==> config.mk <==
export PLATFORM = sky130hd
export DESIGN_NAME = mul_arbiter_flat
export DESIGN_NICKNAME = d
export VERILOG_FILES = /design/src/rtl/mul_arbiter_if.sv /design/src/rtl/mul_arbiter.sv /design/src/flat_wrapper.sv
export SDC_FILE = /design/constraint.sdc
export NUM_CORES = 1
export LEC_CHECK = 0
export ABC_AREA = 1
export CORE_MARGIN = 2
export CORE_UTILIZATION = 47
export CTS_CLUSTER_DIAMETER = 100
export CTS_CLUSTER_SIZE = 30
export DETAILED_ROUTE_END_ITERATION = 16
export GPL_TIMING_DRIVEN = 0
export PLACE_DENSITY = 0.86
export SYNTH_ARGS = -nofsm -noshare
export SYNTH_HDL_FRONTEND = slang
export SYNTH_SLANG_ARGS = --single-unit
==> constraint.sdc <==
create_clock -name clk_i -period 4.9 [get_ports clk_i]
set_input_delay 1.47 -clock clk_i [delete_from_list [all_inputs] [get_ports clk_i]]
set_output_delay 1.47 -clock clk_i [all_outputs]
set_load 0.005 [all_outputs]
==> src/rtl/mul_arbiter_if.sv <==
// ============================================================================
// Module  : mul_arbiter_if
// Brief   : Requester and Multiplier signal bundle for mul_arbiter.
// Revision: 1.0
// ============================================================================
`default_nettype none

interface mul_arbiter_if #(
    parameter int BITS = 8,
    parameter int NREQ = 4
);
    logic [NREQ-1:0]      req;
    logic [NREQ*BITS-1:0] a;
    logic [NREQ*BITS-1:0] b;
    logic [NREQ-1:0]      ack;
    logic [BITS-1:0]      res;
    logic                 err;
    logic                 busy;
    logic [BITS-1:0]      ma;
    logic [BITS-1:0]      mb;
    logic                 miea;
    logic                 mieb;
    logic [BITS-1:0]      my;
    logic                 moe;

    modport slave (
        input  req, a, b, my, moe,
        output ack, res, err, busy, ma, mb, miea, mieb
    );

    modport master (
        output req, a, b, my, moe,
        input  ack, res, err, busy, ma, mb, miea, mieb
    );
endinterface

`default_nettype wire

==> src/rtl/mul_arbiter.sv <==
// ============================================================================
// Module  : mul_arbiter
// Brief   : Round-robin arbiter sharing one Multiplier among NREQ requesters.
// Revision: 1.0
// ============================================================================
`default_nettype none

module mul_arbiter #(
    parameter int BITS    = 8,
    parameter int NREQ    = 4,
    parameter int TIMEOUT = 64
) (
    input  wire logic      clk_i,
    input  wire logic      rstn_i,
    mul_arbiter_if.slave   bus
);
    localparam int PW = (NREQ > 1) ? $clog2(NREQ) : 1;
    localparam int CW = (TIMEOUT > 1) ? $clog2(TIMEOUT) : 1;

    typedef enum logic [2:0] {
        S_IDLE    = 3'd0,
        S_LOAD    = 3'd1,
        S_WAIT_OE = 3'd2,
        S_DRAIN   = 3'd3,
        S_DONE    = 3'd4
    } state_t;

    state_t          state_q, state_d;
    logic [PW-1:0]   ptr_q, ptr_d;
    logic [PW-1:0]   gnt_q, gnt_d;
    logic [CW-1:0]   cnt_q, cnt_d;
    logic [BITS-1:0] ma_q, ma_d;
    logic [BITS-1:0] mb_q, mb_d;
    logic [BITS-1:0] res_q, res_d;
    logic [NREQ-1:0] ack_q, ack_d;
    logic            miea_q, miea_d;
    logic            mieb_q, mieb_d;
    logic            err_q, err_d;
    logic            busy_q, busy_d;

    logic            found_w;
    logic [PW-1:0]   sel_w;

    // Search order starts just after the last served requester.
    always_comb begin
        found_w = 1'b0;
        sel_w   = '0;
        for (int k = 1; k <= NREQ; k++) begin
            if (!found_w && bus.req[(int'(ptr_q) + k) % NREQ]) begin
                found_w = 1'b1;
                sel_w   = PW'((int'(ptr_q) + k) % NREQ);
            end
        end
    end

    always_comb begin
        state_d = state_q;
        ptr_d   = ptr_q;
        gnt_d   = gnt_q;
        cnt_d   = cnt_q;
        ma_d    = ma_q;
        mb_d    = mb_q;
        res_d   = res_q;
        ack_d   = ack_q;
        miea_d  = miea_q;
        mieb_d  = mieb_q;
        err_d   = err_q;

        case (state_q)
            S_IDLE: begin
                // A stale OE from an abandoned operation must clear first.
                if (found_w && !bus.moe) begin
                    ma_d    = bus.a[int'(sel_w)*BITS +: BITS];
                    mb_d    = bus.b[int'(sel_w)*BITS +: BITS];
                    gnt_d   = sel_w;
                    miea_d  = 1'b1;
                    mieb_d  = 1'b1;
                    state_d = S_LOAD;
                end
            end
            S_LOAD: begin
                miea_d  = 1'b0;
                cnt_d   = '0;
                state_d = S_WAIT_OE;
            end
            S_WAIT_OE: begin
                cnt_d = cnt_q + 1'b1;
                if (bus.moe) begin
                    res_d   = bus.my;
                    err_d   = 1'b0;
                    mieb_d  = 1'b0;
                    state_d = S_DRAIN;
                end else if (cnt_q == CW'(TIMEOUT - 1)) begin
                    err_d   = 1'b1;
                    mieb_d  = 1'b0;
                    state_d = S_DRAIN;
                end
            end
            S_DRAIN: begin
                if (!bus.moe) begin
                    ack_d        = '0;
                    ack_d[gnt_q] = 1'b1;
                    state_d      = S_DONE;
                end
            end
            S_DONE: begin
                ack_d   = '0;
                ptr_d   = gnt_q;
                state_d = S_IDLE;
            end
            default: begin
                state_d = S_IDLE;
            end
        endcase

        busy_d = (state_d != S_IDLE);
    end

    always_ff @(posedge clk_i) begin
        if (!rstn_i) begin
            state_q <= S_IDLE;
            ptr_q   <= PW'(NREQ - 1);
            gnt_q   <= '0;
            cnt_q   <= '0;
            ma_q    <= '0;
            mb_q    <= '0;
            res_q   <= '0;
            ack_q   <= '0;
            miea_q  <= 1'b0;
            mieb_q  <= 1'b0;
            err_q   <= 1'b0;
            busy_q  <= 1'b0;
        end else begin
            state_q <= state_d;
            ptr_q   <= ptr_d;
            gnt_q   <= gnt_d;
            cnt_q   <= cnt_d;
            ma_q    <= ma_d;
            mb_q    <= mb_d;
            res_q   <= res_d;
            ack_q   <= ack_d;
            miea_q  <= miea_d;
            mieb_q  <= mieb_d;
            err_q   <= err_d;
            busy_q  <= busy_d;
        end
    end

    assign bus.ack  = ack_q;
    assign bus.res  = res_q;
    assign bus.err  = err_q;
    assign bus.busy = busy_q;
    assign bus.ma   = ma_q;
    assign bus.mb   = mb_q;
    assign bus.miea = miea_q;
    assign bus.mieb = mieb_q;

endmodule

`default_nettype wire
==> src/flat_wrapper.sv <==
// flat-port wrapper written by rule: the top's interface ports become plain ports
module mul_arbiter_flat 
#(
    parameter int BITS    = 8,
    parameter int NREQ    = 4,
    parameter int TIMEOUT = 64
)
  (clk_i, rstn_i, bus_req, bus_a, bus_b, bus_my, bus_moe, bus_ack, bus_res, bus_err, bus_busy, bus_ma, bus_mb, bus_miea, bus_mieb);
  mul_arbiter_if #(.BITS(BITS), .NREQ(NREQ)) bus_i ();
  input  wire logic clk_i;
  input  wire logic rstn_i;
  input wire logic [$bits(bus_i.req)-1:0] bus_req;
  input wire logic [$bits(bus_i.a)-1:0] bus_a;
  input wire logic [$bits(bus_i.b)-1:0] bus_b;
  input wire logic [$bits(bus_i.my)-1:0] bus_my;
  input wire logic [$bits(bus_i.moe)-1:0] bus_moe;
  output wire logic [$bits(bus_i.ack)-1:0] bus_ack;
  output wire logic [$bits(bus_i.res)-1:0] bus_res;
  output wire logic [$bits(bus_i.err)-1:0] bus_err;
  output wire logic [$bits(bus_i.busy)-1:0] bus_busy;
  output wire logic [$bits(bus_i.ma)-1:0] bus_ma;
  output wire logic [$bits(bus_i.mb)-1:0] bus_mb;
  output wire logic [$bits(bus_i.miea)-1:0] bus_miea;
  output wire logic [$bits(bus_i.mieb)-1:0] bus_mieb;
  assign bus_i.req = bus_req;
  assign bus_i.a = bus_a;
  assign bus_i.b = bus_b;
  assign bus_i.my = bus_my;
  assign bus_i.moe = bus_moe;
  assign bus_ack = bus_i.ack;
  assign bus_res = bus_i.res;
  assign bus_err = bus_i.err;
  assign bus_busy = bus_i.busy;
  assign bus_ma = bus_i.ma;
  assign bus_mb = bus_i.mb;
  assign bus_miea = bus_i.miea;
  assign bus_mieb = bus_i.mieb;
  mul_arbiter #(.BITS(BITS), .NREQ(NREQ), .TIMEOUT(TIMEOUT)) u_core (.clk_i(clk_i), .rstn_i(rstn_i), .bus(bus_i));
endmodule
# After elaboration in Yosys (flattened, before gate mapping)
# Index checks and enable logic that the tools add are counted.
[totals]
regBits = 45
latch_bits = 0
ram_bits = 0
mem_bits_ro = 0
in_bits = 79
out_inout_bits = 32
elab_cells = 100
memories = 0
[op_classes]
add_sub_neg = 5
multipliers = 0
n_div = 0
order_cmp = 6
eq_ne = 8
shifts = 2
n_mux = 37
bitwise = 4
n_reduce_logical = 26
[op_table]
columns = ["op", "n"]
rows = [
  ["variable part select 32 x 6 -> 8 bit", 2],
  ["two-way mux 1 bit", 18],
  ["less-than comparator 3 x 4 -> 1 bit, second input constant", 4],
  ["two-way mux 3 bit", 4],
  ["case mux 3 bit (4 select lines)", 1],
  ["case mux 6 bit (2 select lines)", 1],
  ["AND reduction 2 bit", 5],
  ["nonzero test 2 bit", 5],
  ["binary-select mux 1 bit (select 2 bit)", 4],
  ["two-way mux 2 bit", 4],
  ["case mux 4 bit (2 select lines)", 1],
  ["OR reduction 2 bit", 4],
  ["adder 6 x 1 -> 6 bit, second input constant", 1],
  ["== test 3 x 2 -> 1 bit, second input constant", 2],
  ["== test 6 bit, second input constant", 1],
  ["logical AND 1 bit", 5],
  ["adder 2 x 1 -> 2 bit, second input constant", 2],
  ["adder 2 bit, second input constant", 2],
  ["bitwise AND 1 bit, first input constant", 4],
  ["zero test 1 bit", 4],
  ["two-way mux 4 bit", 1],
  ["case mux 1 bit (2 select lines)", 2],
  ["== test 3 x 1 -> 1 bit, second input constant", 1],
  ["== test 3 bit, second input constant", 1],
  ["other kinds (9)", 9],
]

# Logic depth before layout (Yosys ltp)
[logic_depth]
depth_word = 20
ltp_mapped = 17

# Worst setup path before layout
# OpenSTA, ideal clock, no wires.
[synth_timing]
kind = "input to register"
startpoint = "in bus_req[0]"
endpoint = "reg u_core.ma_q[4], in the netlist u_core.bus.ma[4]"
setup_time_ns = 0.114
arrival_ns = 2.548
t_required_ns = 4.786
path_slack_ns = 2.238
path_stages = 13
cell_sequence = "nand2_1 > nand2_1 > nand2_1 > nand2_2 > nor2_4 > nand3_4 > nand3_4 > inv_4 > buf_6 > nand2_1 > nand2_1 > a21oi_1 > nor2_1"
[synth_via]
elab_chain_cells = 15
word_cells_on_any_way = 29
classes_between = "1 x shift; 20 x mux; 8 x reduce/logical"
[synth_rtl]
columns = ["element", "line", "rtl"]
rows = [
  ["start, declared", "flat_wrapper.sv:12", "input wire logic [$bits(bus_i.req)-1:0] bus_req;"],
  ["branches (longest 15 deep; another with binary-select mux 1 bit (select 2 bit))", "n/a", ""],
  ["end signal, assigned", "mul_arbiter.sv:138", "ma_q <= ma_d;"],
  ["end, declared", "mul_arbiter.sv:32", "logic [BITS-1:0] ma_q, ma_d;"],
]
# Parallel ways; which one is timed is not known. The select of a mux whose other input is x is not followed.
# A chain may end at the register's enable or synchronous reset.

# Worst setup path in the final report
[layout_timing]
startpoint = "in bus_moe"
endpoint = "reg u_core.ma_q[2], in the netlist u_core.bus.ma[2]"
[layout_via]
elab_chain_cells = 3
[layout_rtl]
columns = ["element", "line", "rtl"]
rows = [
  ["start, declared", "flat_wrapper.sv:16", "input wire logic [$bits(bus_i.moe)-1:0] bus_moe;"],
  ["zero test 1 bit", "mul_arbiter.sv:72", "if (found_w && !bus.moe) begin"],
  ["logical AND 1 bit", "mul_arbiter.sv:72", ""],
  ["AND reduction 2 bit (no line)", "n/a", ""],
]
# No other way between the ends.

==> metrics.txt <==
Min-Delay Path Class register to register; CP max stage cell nor4_1; GRT Overall Usage 0.255; Reg area 901 sq um; Worst-Margin Slew between 0.5 and 0.6 ns; register-to-register setup slack 2.90 ns; unrepaired setup endpoints after global routing no; vias in the first global route 2,919; Slew headroom 0.605; # rows 27; I/O pin total between 100 and 150; setup TNS 0 ns; flops & latches, synth 45; Post-CTS Resized 0; clock buffer depth 2; routed via count 3,179; clk slew on worst S/H paths 0.08 ns; CP required 5.11 ns; final hold violation count 0; core region area 5540 sq um; outcome completed; antenna cells 0; CTS Root Cell clkbuf_8; remaining antenna violation count 0; minimum clock period 3.18 ns; Post-Syn Nets 529; hold worst-path end u_core.bus.ack[2]$_SDFFE_PN0P_; critical path type input port to register; clk sinks 45; final setup margin 1.72 ns; drt pass-1 iters 4; maximum clock rate 0.315 GHz; max-cap violation count 0; sequential area share after synthesis 0.331; endpoint class of the critical path register; Final Util 0.721; Critical R2R Capture u_core.bus.ma[2]$_SDFFE_PN0P_; die height 80.1 microns; port bufs 110; synth warn 0; total number of H-tree levels 2; GP Congestion 0.896; Yosys top cell by area dfxtp_1; power per standard cell area between 200 and 250 nW/um^2; Num CTS Buffers 5; Worst setup SP type input port; Die Width 80.1 microns; commonest non-fill, non-tap cell in the layout nand2_1; WHS 0.478 ns; CP Cell Sequence clkdlybuf4s50_1 -> nor4_1 -> nand2_4 -> inv_2 -> buf_2 -> nand3_1 -> nand2_1 -> inv_1; # DRC 0; slowest stage delay, CP between 0.5 and 0.6 ns; hold path start u_core.bus.ack[2]$_SDFFE_PN0P_; initial antenna violation count 0; Leak 1.92 nW; worst reg2reg startpoint u_core.ptr_q[0]$_SDFFE_PN1P_; Slew Limit Fails 0; share of layout cells above drive strength 1 0.0653; first-pass GRT wire length 12,900 microns; most area-consuming cells after synthesis dfxtp_1 (33%), nand2_1 (18%), inv_1 (10%), nand3_1 (9.6%), nor2_1 (8.0%); fillers roughly 460; # Post-CTS Setup Buffers 0; Crit Path Max Fanout 10; Initial Utilization 0.491; r2r worst-path depth 14; synthesized cell area 2720 sq um; hold depth 2; Setup WS pre-CTS approximately 1.4 ns; Die Footprint 6420 sq um; Detailed Place HPWL 6290 microns; Peak VDD IR 0.000197 V; largest net degree at the start of global routing 14; data arrival time of the critical path between 3 and 4 ns; Worst-Skew Late Latency 0.30 ns; Avg Inst Size Synth 6.06 sq um; Nets roughly 650; sum of buffers and inverters on the critical path 4; area of the multi-input gates 1420 sq um; Iter 0 DRT Violations around 180; Worst Skew around 0.007 ns; Post-Route WL 8130 microns; most frequent cells in the layout nand2_1 (128), clkdlybuf4s50_1 (110), inv_1 (73), nor2_1 (58), nand3_1 (52); Synth top area share 0.331; synthesized instance count about 450; CTS tree built; routed length per instance 12.7 microns; final worst-path cycle share 0.648; GRT overflow 0; post-synth cell types 30; setup violators final 0; area delta synth->final 46.8%; CP top delay family simple AND/OR/NAND/NOR gates; routed vias/inst ~5.0; Post-CTS Hold Buffers 0
## state kept, by name, summed over array words and instances, names as in the netlist
signal / cells
u_core.bus.ma: 8
u_core.bus.mieb: 1
u_core.bus.res: 8
u_core.gnt_q: 2
u_core.bus.ack: 4
u_core.bus.miea: 1
u_core.bus.mb: 8
u_core.cnt_q: 6
u_core.state_q: 3
u_core.bus.busy: 1
u_core.bus.err: 1
u_core.ptr_q: 2
## routing by layer
metal,vias up,GRT usage,routed length (microns)
met3,11,0.0607,614
met5,-,0,0
li1,1635,-,-
met4,0,0.0576,102
met2,113,0.452,3920
met1,1420,0.310,3490
## cell type report
| cell class | count | area share |
|---|---|---|
| timing repair buffer | 110 | 0.276 |
| buffer | 16 | 0.0250 |
| multi-input combinational | 308 | 0.354 |
| clock buffer | 6 | 0.0182 |
| tap | 72 | 0.0225 |
| inverter | 80 | 0.0764 |
| clock inverter | 2 | 0.00250 |
| sequential | 45 | 0.225 |
## report_power, final
| group | switching (mW) | internal, mW |
|---|---|---|
| Combinational | 0.136 | 0.147 |
| Sequential | 0.0164 | 0.392 |
| Clock | 0.126 | 0.0990 |
| Total | 0.278 | 0.638 |
## cells in the mapped netlist (all sizes together)
library cell / count
nand4: 15
dfxtp: 45
o21bai: 1
nor2: 60
nor4: 1
ha: 1
o21ai: 15
a21oi: 16
clkbuf: 5
nor3: 3
inv: 80
a211oi: 2
nand2: 134
a31oi: 1
a221oi: 2
nand3: 55
buf: 11
o211ai: 2
## worst reg2reg max path, cell delays in order (launching register included)
cell     delay [ns]
dfxtp_1        0.32
buf_6          0.14
inv_4          0.11
nand2_1        0.06
nand2_1        0.08
nand2_1        0.09
nand2_2        0.10
inv_2          0.06
nand3_4        0.13
nand2_4        0.11
inv_2          0.20
buf_2          0.25
nand3_1        0.15
nand2_1        0.09
inv_1          0.03
## logic make-up (layout without fill, tap and decap cells)
group | Yosys count | after routing | share of synthesized area
simple gates | 268 | 268 | 0.435
buf+inv | 96 | 214 | 0.149
flops | 45 | 45 | 0.331
compound gates | 39 | 39 | 0.0809
fa+ha+maj | 1 | 1 | 0.00459
## worst max path at each step
stage,slack [ns],start,cells after the start,endpoint
floorplan,2.24,bus_req[0],13,u_core.bus.ma[4]$_SDFFE_PN0P_
global placement,1.49,bus_moe,8,u_core.bus.ma[2]$_SDFFE_PN0P_
detailed placement,1.41,bus_moe,8,u_core.bus.ma[2]$_SDFFE_PN0P_
CTS,1.68,bus_moe,8,u_core.bus.ma[2]$_SDFFE_PN0P_
global route,1.62,bus_moe,9,u_core.bus.ma[0]$_SDFFE_PN0P_
finish,1.72,bus_moe,8,u_core.bus.ma[2]$_SDFFE_PN0P_
## stage by stage
stage                     power [mW]  instances  area, sq um
final                          0.916        639         4000
after global routing           0.966        639         4000
after CTS                      0.918        639         4000
after detailed placement       0.698        631         3910
after global placement         0.689        631         3910
after floorplan                0.552        449         2720
Note: power is estimated with default switching activity, not from simulation.
==> RTL edit (same flow settings) <==
Re-encode `state_t` (5 states) as one-hot, 5 bits wide.
--- a/src/rtl/mul_arbiter.sv
+++ b/src/rtl/mul_arbiter.sv
@@ -17,12 +17,12 @@
     localparam int PW = (NREQ > 1) ? $clog2(NREQ) : 1;
     localparam int CW = (TIMEOUT > 1) ? $clog2(TIMEOUT) : 1;
 
-    typedef enum logic [2:0] {
-        S_IDLE    = 3'd0,
-        S_LOAD    = 3'd1,
-        S_WAIT_OE = 3'd2,
-        S_DRAIN   = 3'd3,
-        S_DONE    = 3'd4
+    typedef enum logic [4:0] {
+        S_IDLE    = 5'b00001,
+        S_LOAD    = 5'b00010,
+        S_WAIT_OE = 5'b00100,
+        S_DRAIN   = 5'b01000,
+        S_DONE    = 5'b10000
     } state_t;
 
     state_t          state_q, state_d;
Behaviour: same outputs for any inputs over 4 cycles, from zero or initial values and one cycle with rstn_i low; so few cycles prove little.
==> RTL edit against the unedited design <==
Count of clock-buffer cells in the layout stayed put. Total power is 5.7% higher. Combinational power fell by 12%. Fmax up 1.2%. Global-route usage is 0.45 points lower. Clock power rose by 34%. Setup slack improved by 0.037 ns. Final area up 0.63%. Routed wire length fell by 7.2%. Synthesized area fell by 0.51%. Sequential cell count is 2 higher. Clock skew decreased by 0.0032 ns. Critical path type unchanged.
==> RTL edit: results (changes against the unedited design) <==
Least-Margin Pin Slew = 0.737 ns (was 0.587 ns)
R2r setup slk = 2.77 ns (was 2.90 ns)
Initial DRC count = 183 (was 179)
Placed cells = 588 (was 631)
Seq power = 0.418 mW (was 0.409 mW)
Synth Area per Inst = 6.67 um^2 (was 6.06 um^2)
Synth cell types = 35 (was 30)
Tot GR Track Use = 0.250 (was 0.255)
WL/cell = 12.7 um (about the same)
Placed inst area = 3900 um^2 (was 3910 um^2)
Min-Delay Endpoint = u_core.bus.ack[3] (was u_core.bus.ack[2])
Max VDD drop = 0.000128 V (was 0.000197 V)
Main area contributors after synthesis = dfxtp_1, nand2_1, nand3_1 (was dfxtp_1, nand2_1, inv_1)
Leak = 1.80 nW (was 1.92 nW)
Hpwl dp = 5900 um (was 6290 um)
Worst r2r dst = u_core.bus.res[3] (was u_core.bus.ma[2])
CP arrival = 3.34 ns (was 3.39 ns)
Synth Net Count = 486 (was 529)
First-pass GRT wire length = 12,600 um (was 12,900 um)
Flop pwr share = 0.432 (was 0.446)
Detailed Route WL = 7540 um (was 8130 um)
Setup slack at placement = 1.44 ns (was 1.41 ns)
Final Critical Period = 3.14 ns (was 3.18 ns)
Nets = 603 (was 646)
Worst Clk Skew = 0.00382 ns (was 0.00699 ns)
Largest net degree at the start of global routing = 16 (was 14)
Worst Setup EP = u_core.bus.ma[5] (was u_core.bus.ma[2])
Status = finished clean (unchanged)
==> RTL edit: cell types whose count changed in the layout (fill, tap and decap cells not counted), moves of 11 or more <==
cell	delta
inv_1	-27
nand2_1	-13
nand3_1	-11
nand3b_1	+12
nand4_1	-12
nor2_1	-21
o21a_1	+14
==> RTL edit: routing by layer <==
metal	vias to the layer above	part of all wire	GRT usage
met5	-	0	0
met4	0	0.026	0.0966
met3	16	0.054	0.0566
met2	87	0.51	0.447
met1	1337	0.41	0.287
li1	1546	-	-
==> RTL edit: cell type report <==
| cell class | count | area, um^2 | share of cell area |
|---|---|---|---|
| plain buffers | 13 | 88.8 | 0.0221 |
| clock buffers | 6 | 82.6 | 0.0205 |
| clock inverters | 2 | 38.8 | 0.00965 |
| inverters | 52 | 198 | 0.0492 |
| multi-input cells | 294 | 1480 | 0.368 |
| flip-flops and latches | 47 | 941 | 0.234 |
| well taps | 72 | 90.1 | 0.0224 |
| repair buffers | 110 | 1100 | 0.274 |
==> RTL edit: critical path, cell delays in order <==
cell	delay [ns]
clkdlybuf4s50_1	0.47
inv_1	0.04
nand2_1	0.06
nand2_1	0.09
o21ai_2	0.21
nand3b_2	0.20
nand3_4	0.15
a21oi_2	0.18
buf_4	0.20
nand2_1	0.06
a21oi_1	0.13
nor2_1	0.05
==> RTL edit: logic make-up after synthesis <==
family | count (synthesis) | synth area share
AND/OR/NAND/NOR | 231 | 0.405
buffers and inverters | 65 | 0.106
AO/OA/AOI/OAI | 62 | 0.137
flip-flops | 47 | 0.347
adder cells (fa/ha/maj) | 1 | 0.00462
